File: config.mk
export PLATFORM = sky130hd
export DESIGN_NAME = cam_stream_gen
export DESIGN_NICKNAME = d
export VERILOG_FILES = /design/src/rtl/cam_stream_gen.sv
export SDC_FILE = /design/constraint.sdc
export NUM_CORES = 1
export LEC_CHECK = 0
export ABC_AREA = 1
export CAP_MARGIN = 20
export CORE_UTILIZATION = 35
export DETAILED_ROUTE_END_ITERATION = 6
export DONT_BUFFER_PORTS = 1
export PLACE_DENSITY = 0.61
export SETUP_SLACK_MARGIN = 0.05
export SYNTH_ARGS = -nofsm -noshare
export SYNTH_HDL_FRONTEND = slang
export SYNTH_SLANG_ARGS = --single-unit
File: constraint.sdc
create_clock -name clk -period 7.2 [get_ports clk]
set_input_delay 0.72 -clock clk [delete_from_list [all_inputs] [get_ports clk]]
set_output_delay 0.72 -clock clk [all_outputs]
set_load 0.03 [all_outputs]
File: src/rtl/cam_stream_gen.sv
// cam_stream_gen: OV7670-style camera stream generator.
// Produces CAM_pclk / CAM_vsync / CAM_href / CAM_px_data (RGB565, high byte
// first) with configurable geometry, blanking and pixel-clock ratio.
// Optional feature macro: CAM_GEN_GRADIENT_EN (gradient pattern on mode 2
// plus a 5-bit frame counter; when undefined mode 2 falls back to bars).
module cam_stream_gen #(
    parameter int TAM_LINE       = 320,
    parameter int TAM_ROW        = 120,
    parameter int BLACK_TAM_LINE = 4,
    parameter int BLACK_TAM_ROW  = 4,
    parameter int VSYNC_ROWS     = 2,
    parameter int PCLK_HALF      = 2,
    parameter int BAR_W          = 20
) (
    input  logic        clk,
    input  logic        rst,
    input  logic        en,
    input  logic [1:0]  mode,
    input  logic [15:0] solid_color,
    output logic        CAM_pclk,
    output logic        CAM_vsync,
    output logic        CAM_href,
    output logic [7:0]  CAM_px_data,
    output logic        frame_done
);
    localparam int LINE_TOT = TAM_LINE + BLACK_TAM_LINE;
    localparam int ROW_TOT  = TAM_ROW + BLACK_TAM_ROW;
    localparam int LW       = (LINE_TOT > 1) ? $clog2(LINE_TOT) : 1;
    localparam int RW       = (ROW_TOT > 1) ? $clog2(ROW_TOT) : 1;
    localparam int DW       = (PCLK_HALF > 1) ? $clog2(PCLK_HALF) : 1;

    localparam logic [LW-1:0] LINE_LAST = LW'(LINE_TOT - 1);
    localparam logic [RW-1:0] ROW_LAST  = RW'(ROW_TOT - 1);
    localparam logic [DW-1:0] DIV_LAST  = DW'(PCLK_HALF - 1);

    typedef enum logic {
        S_IDLE = 1'b0,
        S_RUN  = 1'b1
    } state_t;

    // Eight-entry colour-bar palette (RGB565)
    function automatic logic [15:0] bar_color(input logic [2:0] idx);
        case (idx)
            3'd0:    bar_color = 16'h0000;
            3'd1:    bar_color = 16'hF800;
            3'd2:    bar_color = 16'h07E0;
            3'd3:    bar_color = 16'h001F;
            3'd4:    bar_color = 16'hFFE0;
            3'd5:    bar_color = 16'h07FF;
            3'd6:    bar_color = 16'hF81F;
            default: bar_color = 16'hFFFF;
        endcase
    endfunction

    logic [DW-1:0] div_cnt_reg;
    logic          pclk_reg;
    logic          div_tc;
    logic          tick;

    state_t        state_reg, state_next;
    logic [LW-1:0] line_cnt_reg, line_cnt_next;
    logic [RW-1:0] row_cnt_reg, row_cnt_next;
    logic [1:0]    mode_reg, mode_next;
    logic [15:0]   solid_reg, solid_next;
    logic          start_frame;
    logic          done_next;
`ifdef CAM_GEN_GRADIENT_EN
    logic [4:0]    frame_cnt_reg, frame_cnt_next;
`endif

    logic          vsync_reg, vsync_next;
    logic          href_reg, href_next;
    logic [7:0]    data_reg, data_next;
    logic          done_reg;
    logic [15:0]   px_next;
    logic [15:0]   pixel_next;

    assign div_tc = (div_cnt_reg == DIV_LAST);
    // A tick is the terminal-count cycle in which pclk falls, so stream
    // outputs are settled by the following pclk rising edge.
    assign tick   = div_tc & pclk_reg;

    // Free-running pclk divider
    always_ff @(posedge clk) begin
        if (rst) begin
            div_cnt_reg <= '0;
            pclk_reg    <= 1'b0;
        end else if (div_tc) begin
            div_cnt_reg <= '0;
            pclk_reg    <= ~pclk_reg;
        end else begin
            div_cnt_reg <= div_cnt_reg + 1'b1;
        end
    end

    // Next position, pattern latches and frame-boundary decisions for a tick
    always_comb begin
        state_next    = state_reg;
        line_cnt_next = line_cnt_reg;
        row_cnt_next  = row_cnt_reg;
        mode_next     = mode_reg;
        solid_next    = solid_reg;
        start_frame   = 1'b0;
        done_next     = 1'b0;
`ifdef CAM_GEN_GRADIENT_EN
        frame_cnt_next = frame_cnt_reg;
`endif
        case (state_reg)
            S_IDLE: begin
                if (en) begin
                    state_next  = S_RUN;
                    start_frame = 1'b1;
                end
            end
            default: begin
                if ((line_cnt_reg == LINE_LAST) && (row_cnt_reg == ROW_LAST)) begin
                    done_next = 1'b1;
`ifdef CAM_GEN_GRADIENT_EN
                    frame_cnt_next = frame_cnt_reg + 5'd1;
`endif
                    if (en) begin
                        start_frame = 1'b1;
                    end else begin
                        state_next    = S_IDLE;
                        line_cnt_next = '0;
                        row_cnt_next  = '0;
                    end
                end else if (line_cnt_reg == LINE_LAST) begin
                    line_cnt_next = '0;
                    row_cnt_next  = row_cnt_reg + 1'b1;
                end else begin
                    line_cnt_next = line_cnt_reg + 1'b1;
                end
            end
        endcase
        // Frame start: position (0,0) and a fresh copy of the pattern inputs
        if (start_frame) begin
            line_cnt_next = '0;
            row_cnt_next  = '0;
            mode_next     = mode;
            solid_next    = solid_color;
        end
    end

    // Sync and pixel byte for the position about to be driven
    always_comb begin
        px_next    = 16'(line_cnt_next >> 1);
        vsync_next = (state_next == S_RUN) && (32'(row_cnt_next) < VSYNC_ROWS);
        href_next  = (state_next == S_RUN) && (32'(row_cnt_next) >= BLACK_TAM_ROW)
                     && (32'(line_cnt_next) < TAM_LINE);
        case (mode_next)
            2'd1:    pixel_next = solid_next;
`ifdef CAM_GEN_GRADIENT_EN
            2'd2:    pixel_next = {px_next[4:0],
                                   6'(32'(row_cnt_next) - BLACK_TAM_ROW),
                                   frame_cnt_next};
`endif
            default: pixel_next = bar_color(3'(px_next / 16'(BAR_W)));
        endcase
        if (!href_next) begin
            data_next = 8'h00;
        end else if (line_cnt_next[0]) begin
            data_next = pixel_next[7:0];
        end else begin
            data_next = pixel_next[15:8];
        end
    end

    // State, counters and stream outputs; only ticks move them
    always_ff @(posedge clk) begin
        if (rst) begin
            state_reg    <= S_IDLE;
            line_cnt_reg <= '0;
            row_cnt_reg  <= '0;
            mode_reg     <= 2'd0;
            solid_reg    <= 16'h0000;
`ifdef CAM_GEN_GRADIENT_EN
            frame_cnt_reg <= 5'd0;
`endif
            vsync_reg    <= 1'b0;
            href_reg     <= 1'b0;
            data_reg     <= 8'h00;
            done_reg     <= 1'b0;
        end else begin
            done_reg <= tick & done_next;
            if (tick) begin
                state_reg    <= state_next;
                line_cnt_reg <= line_cnt_next;
                row_cnt_reg  <= row_cnt_next;
                mode_reg     <= mode_next;
                solid_reg    <= solid_next;
`ifdef CAM_GEN_GRADIENT_EN
                frame_cnt_reg <= frame_cnt_next;
`endif
                vsync_reg    <= vsync_next;
                href_reg     <= href_next;
                data_reg     <= data_next;
            end
        end
    end

    assign CAM_pclk    = pclk_reg;
    assign CAM_vsync   = vsync_reg;
    assign CAM_href    = href_reg;
    assign CAM_px_data = data_reg;
    assign frame_done  = done_reg;

endmodule

==> results.txt, run 1 <==
Post-synth ARST share: 0%
Largest net degree at the start of global routing: 47
WL final: 7.52 mm
First DRT Iteration DRCs: 111
Yosys top cell by area: dfxtp_1
Simple logic cell fraction of the synthesized area: 37.8%
Mux contribution to synthesized area: 0.331%
Seq/Total Area, Yosys: 31.8%
CP Launch Type: flip-flop
CTS tree: done
Yosys cell types: 36
Detailed Routing Iterations Pass 1: 4
Area delta synth->final: 5.96%
Worst EP arrival: 4220 ps
Number of max-cap violations: 0
Post-Synth XOR/XNOR Area: 1.16%
Post_cts resized: 0
Status: finished, final reports clean
Synth Area in Compound Gates: 17.3%
Crit Path Class: flip-flop to flip-flop
CP dominant cell by count: nand2_1
CP max stage delay: 390 ps
PD cells: 161 nW/µm²
HP Class: flip-flop to flip-flop
Slew HR: 28.6%
Setup TNS: 0 ps
DIE AREA: 9010 µm²
Gate power share: 12.1%
Warnings from Yosys: 0
R2R Setup Slk: 3190 ps
Mapped Avg Cell Area: 6.61 µm²
Initial Util: 36.4%
Leakage: 0.00142 µW
Number of global-route vias before repair: 2798
Max Fclk: 250 MHz
Crit path max fanout: 46
Remaining Overflow, GRT: 0
Post-Syn Nets: 481
DRC Markers: 0
CTS Root Cell: clkbuf_8
Worst Path Required: 7420 ps
Nets: 477
Routed vias: 2864
Post-synth top flop: dfxtp_1
Peak VDD IR: 0.0925 mV
Filler cells: 894
Synth Area in Adders: 1.24%
Final setup vio count: 0
H-tree lvl count: 2
Top Ports: 33
Worst Slack Setup Final: 3190 ps
Internal power: 366 µW
Setup slack at placement: 3230 ps
Final min period: 4010 ps
Reg power frac: 53.2%
Clock Power Share: 34.8%
R2R cell count: 33
DR vias/cell: 5.12
Design Area, Final: 3200 µm²
Crit path capture: CAM_px_data[1]
Net Sw Frac: 29.0%
Worst Tran Pin Value: 1070 ps
Top-count cell post-synth: nand2_1
Most instantiated cells after synthesis: nand2_1 (145), inv_1 (57), dfxtp_1 (48)
Clock Pin Slew Worst Setup and Hold Paths: 100 ps
Reg2reg end: CAM_px_data[1]
Gpl congestion: 0.886
CTS Buf Count: 5
Worst setup path startpoint: line_cnt_reg[1]
HPWL Detailed: 5.36 mm
Std-Cell Rows: 33
Synthesized instance count: 457
Crit. End Element: flip-flop
CTS sink count: 48
Number of flops mapped to enable cells by yosys: 0
Max FFs per register: 16
Net switching power: 150 µW
Core area: 8300 µm²
Final Hold Viols: 0
Hold-fix buffers, CTS: 0
Synth Register Bits: 48
Final worst-path cycle share: 55.7%
IO buf count: 0
Synth top area share: 31.8%
Skew final: 8.92 ps
Latest clock arrival within the worst-skew pair: 310 ps
Combinational family with the most area after synthesis: simple AND/OR/NAND/NOR gates
Slowest CP cell: dfxtp_1
Initial antenna violation count: 0
First-pass GRT wire length: 13.0 mm
Antenna viol nets, final: 0
Max clock buf depth: 2
Wire length per cell: 13.5 µm
Post-Syn Area: 3020 µm²
Post-CTS setup buffer count: 0
GRT Resource Usage Total: 18.3%
Area contributors post-synth: dfxtp_1 (32%), nand2_1 (18%), inv_1 (7.1%)
Placed Area: 3100 µm²
RSZ-0062 raised after global routing: no
Layout cell share with drive strength beyond 1: 12.6%
Die Span X: 94.9 µm
R2r startpoint: line_cnt_reg[1]
Final Max Tran Viols: 0
Antenna cells: 0
Die height: 94.9 µm
[power by group through the flow]
stage	clock network, µW	logic [µW]	registers [µW]
after global routing	193	72.1	275
after CTS	184	62.1	275
after floorplan	0	51.3	279
final	179	62.3	275
after global placement	0	61.3	281
after detailed placement	0	61.9	281
[per-layer routing]
layer / part of all wire, % / up-vias / track usage (%)
met5: 0 / - / 0
met3: 4.9 / 9 / 4.19
met2: 46 / 59 / 30.8
met4: 1.2 / 0 / 4.80
met1: 48 / 1302 / 23.4
li1: - / 1494 / -
[kinds of logic (layout without fill, tap and decap cells)]
kind of cell | Yosys count | after routing
simple gates | 236 | 236
compound gates | 86 | 86
buf+inv | 79 | 76
flops | 48 | 48
xor+xnor | 4 | 4
fa+ha+maj | 3 | 3
mux | 1 | 1
[worst max-delay path: cells and delay by family (launching register included)]
family / cells / cell delay [ps]
adders and majority gates: 2 / 480
buffers and inverters: 5 / 450
DFF: 1 / 390
and+or+nand+nor: 26 / 2570
[cells in the final DEF, fill, tap and decap left out, types with 3 or more instances in the layout]
cell      count
nand2_1     145
inv_1        57
dfxtp_1      48
nand3_1      32
o21ai_0      30
o22ai_1      30
nor2_1       13
nand2_2      10
nand4_1       9
a21oi_1       8
nor2_2        7
inv_2         7
nand2_4       6
o211ai_1      6
clkbuf_8      6
nand3_2       5
nor2_4        4
xor2_1        4
nand3_4       3
ha_1          3
[layout make-up]
type / count / area (µm²) / share of cell area, %
tap: 105 / 131 / 4.10
clock buffer: 6 / 82.6 / 2.58
clock inverter: 2 / 13.8 / 0.430
inverter: 65 / 246 / 7.70
sequential: 48 / 961 / 30.0
multi-input combinational: 330 / 1750 / 54.6
timing repair buffer: 3 / 20.0 / 0.625
[worst min path at each step]
stage,to,start,depth (start not counted)
floorplan,div_cnt_reg,div_cnt_reg,1
global placement,div_cnt_reg,div_cnt_reg,1
detailed placement,div_cnt_reg,div_cnt_reg,1
CTS,div_cnt_reg,div_cnt_reg,1
global route,div_cnt_reg,rst,1
finish,div_cnt_reg,div_cnt_reg,1
[metrics by stage]
stage / std cells / power, µW / util (%) / hold slack (ps)
global route: 559 / 540 / 38.6 / 445
finish: 559 / 516 / 38.6 / 443
detailed placement: 550 / 343 / 37.4 / 437
floorplan: 457 / 330 / - / 410
global placement: 550 / 342 / 37.4 / 427
CTS: 558 / 521 / 38.5 / 451
No activity file was read; power rests on OpenSTA's default activity.
==> inputs of run 2 (changes only) <==
==> constraint.sdc (replaced) <==
create_clock -name clk -period 3.8 [get_ports clk]
set_input_delay 0.38 -clock clk [delete_from_list [all_inputs] [get_ports clk]]
set_output_delay 0.38 -clock clk [all_outputs]
set_load 0.03 [all_outputs]
==> run 2 against run 1 <==
Net effect: first-iteration DRC count up 37%; routed wire length up 2.8%; global-route usage down 0.65 points; setup slack worse by 2900 ps; die area unchanged; largest cell class unchanged; largest power group unchanged; highest routed layer unchanged.
==> results.txt, run 2 (synthesis results as in run 1) <==
Status: finished, final reports clean
WL final: 7.73 mm (+2.8%)
Worst EP arrival: 3710 ps (-510 ps)
DIE AREA: 9010 µm² (unchanged)
Final worst-path cycle share: 92.6% (+37 points)
Final Hold Viols: 0 (unchanged)
CTS tree: done
Largest net degree at the start of global routing: 45 (-4.3%)
R2R Setup Slk: 280 ps (-2910 ps)
Most frequent cells in the layout: nand2_1 (135), inv_1 (56), dfxtp_1 (45), o21ai_0 (30), o22ai_1 (30)
Area delta synth->final: 13.8%
Crit. End Element: flip-flop
Wire length per cell: 13.5 µm (+0.13%)
Final Max Tran Viols: 0 (unchanged)
First-pass GRT wire length: 12.6 mm (-2.7%)
Final setup vio count: 0 (unchanged)
Core area: 8300 µm² (unchanged)
Gpl congestion: 0.864 (-2.6%)
Skew final: 9.18 ps (+0.258 ps)
CP max stage delay: 360 ps (-30 ps)
Leakage: 0.00151 µW (+6.3%)
Final core occ: 41.4% (+2.8 points)
Latest clock arrival within the worst-skew pair: 300 ps (about the same)
IO buf count: 0 (unchanged)
Hold Path Origin: rst
DR vias/cell: 5.15 (+0.48%)
Clock Pin Slew Worst Setup and Hold Paths: 90 ps (about the same)
Worst Tran Pin Value: 598 ps (-471 ps)
HP Class: input port to flip-flop
CP delay by family, top: simple AND/OR/NAND/NOR gates
Antenna viol nets, final: 0 (unchanged)
CTS Root Cell: clkbuf_8
CTS Buf Count: 5 (unchanged)
Max clock buf depth: 2 (unchanged)
Final min period: 3520 ps (-490 ps)
DRC Markers: 0 (unchanged)
Layout cell share with drive strength beyond 1: 20.3% (+7.7 points)
Die height: 94.9 µm (unchanged)
Peak VDD IR: 0.161 mV (+74%)
Worst setup path startpoint: row_cnt_reg[0]
CTS sink count: 48 (unchanged)
Std-Cell Rows: 33 (unchanged)
Crit Path Class: flip-flop to flip-flop
R2r startpoint: row_cnt_reg[0]
Nets: 493 (+3.4%)
Setup TNS: 0 ps (unchanged)
Initial Util: 36.4% (unchanged)
Die Span X: 94.9 µm (unchanged)
CP Launch Type: flip-flop
Top Ports: 33 (unchanged)
Number of max-cap violations: 0 (unchanged)
Remaining Overflow, GRT: 0 (unchanged)
Number of global-route vias before repair: 2690 (-3.9%)
Detailed Routing Iterations Pass 1: 4 (unchanged)
GRT Resource Usage Total: 17.6% (-0.65 points)
CP bufs+invs: 4 (-1)
H-tree lvl count: 2 (unchanged)
Commonest non-fill, non-tap cell in the layout: nand2_1
Hold-fix buffers, CTS: 0 (unchanged)
RSZ-0062 raised after global routing: no
Antenna cells: 0 (unchanged)
Max FFs per register: 16 (unchanged)
Initial antenna violation count: 0 (unchanged)
Routed vias: 2955 (+3.2%)
First DRT Iteration DRCs: 152 (+37%)
Slew HR: 60.1% (+31 points)
PD cells: 276 nW/µm² (+71%)
Worst Path Required: 3990 ps (-3430 ps)
Crit path max fanout: 7 (-85%)
HPWL Detailed: 5.53 mm (+3.1%)
Filler cells: 850 (-4.9%)
Slowest CP cell: dfxtp_1
Max Fclk: 284 MHz (+14%)
-- run 2: cell count changes in the layout (fill, tap and decap cells not counted), moves of 2 or more --
cell / delta
nor2_2: -2
dfxtp_1: -3
ha_1: -3
nor2_4: +3
nand2_2: +8
nand2_4: +2
ha_4: +2
nand3_2: +4
nand2_1: -10
nand3_1: -5
buf_4: +15
dfxtp_4: +2
-- run 2: final timing paths --
kind	to	cells past startpoint
max	CAM_px_data[3]	30
min	div_cnt_reg	1
max reg2reg	CAM_px_data[3]	30
min reg2reg	div_cnt_reg	1
-- run 2: area by class of cell --
| type | instances | area (µm²) | share of cell area (%) |
|---|---|---|---|
| flip-flops and latches | 48 | 970 | 28.2 |
| repair buffers | 19 | 148 | 4.29 |
| inverters | 65 | 249 | 7.24 |
| multi-input cells | 330 | 1860 | 54.1 |
| well taps | 105 | 131 | 3.82 |
| clock inverters | 2 | 12.5 | 0.364 |
| clock buffers | 5 | 68.8 | 2.00 |
-- run 2: repair_timing --
action,in CTS,in global routing
resized for setup,1,32
pin swaps,1,26
endpoints found under the hold margin,0,0
buffers inserted,2,10
setup endpoints to repair,5,8
-- run 2: worst reg2reg max path: cells and delay by family (launching register included) --
family        cells  cell delay, ps
flops             1             360
simple gates     24            2350
buf+inv           4             300
fa+ha+maj         2             400
-- run 2: where the power goes --
group	switching, µW	leakage (µW)	internal, µW
combinational	88.5	0.00108	40.9
clock	175	0.0000400	125
sequential	8.14	0.000390	510
total	272	0.00151	676
-- run 2: per-stage QoR --
stage          std cells  power [µW]  instance area, µm²  hold slack [ps]  worst slack (ps)
3_3_place_gp         553         650                3120              423               191
3_5_place_dp         553         651                3120              429              47.8
6_report             574         948                3440              129               282
5_1_grt              574         999                3440              112              10.9
2_1_floorplan        457         626                3020              410               499
4_1_cts              562         958                3220              120              52.1
-- run 2: routing by layer --
layer  wire (µm)  global-route usage (%)  up-vias
met3         509                    4.99        4
met4          39                    3.91        0
met2        3770                    29.8       58
met1        3420                    22.1     1369
li1            -                       -     1524
met5           0                       0        -
==> inputs of run 3 (changes only) <==
--- a/config.mk
+++ b/config.mk
@@ -11,6 +11,7 @@
 export DETAILED_ROUTE_END_ITERATION = 6
 export DONT_BUFFER_PORTS = 1
 export PLACE_DENSITY = 0.61
+export RECOVER_POWER = 25
 export SETUP_SLACK_MARGIN = 0.05
 export SYNTH_ARGS = -nofsm -noshare
 export SYNTH_HDL_FRONTEND = slang
==> results of run 3 <==
The final DEF is identical to that of run 2; final timing and power are the same.
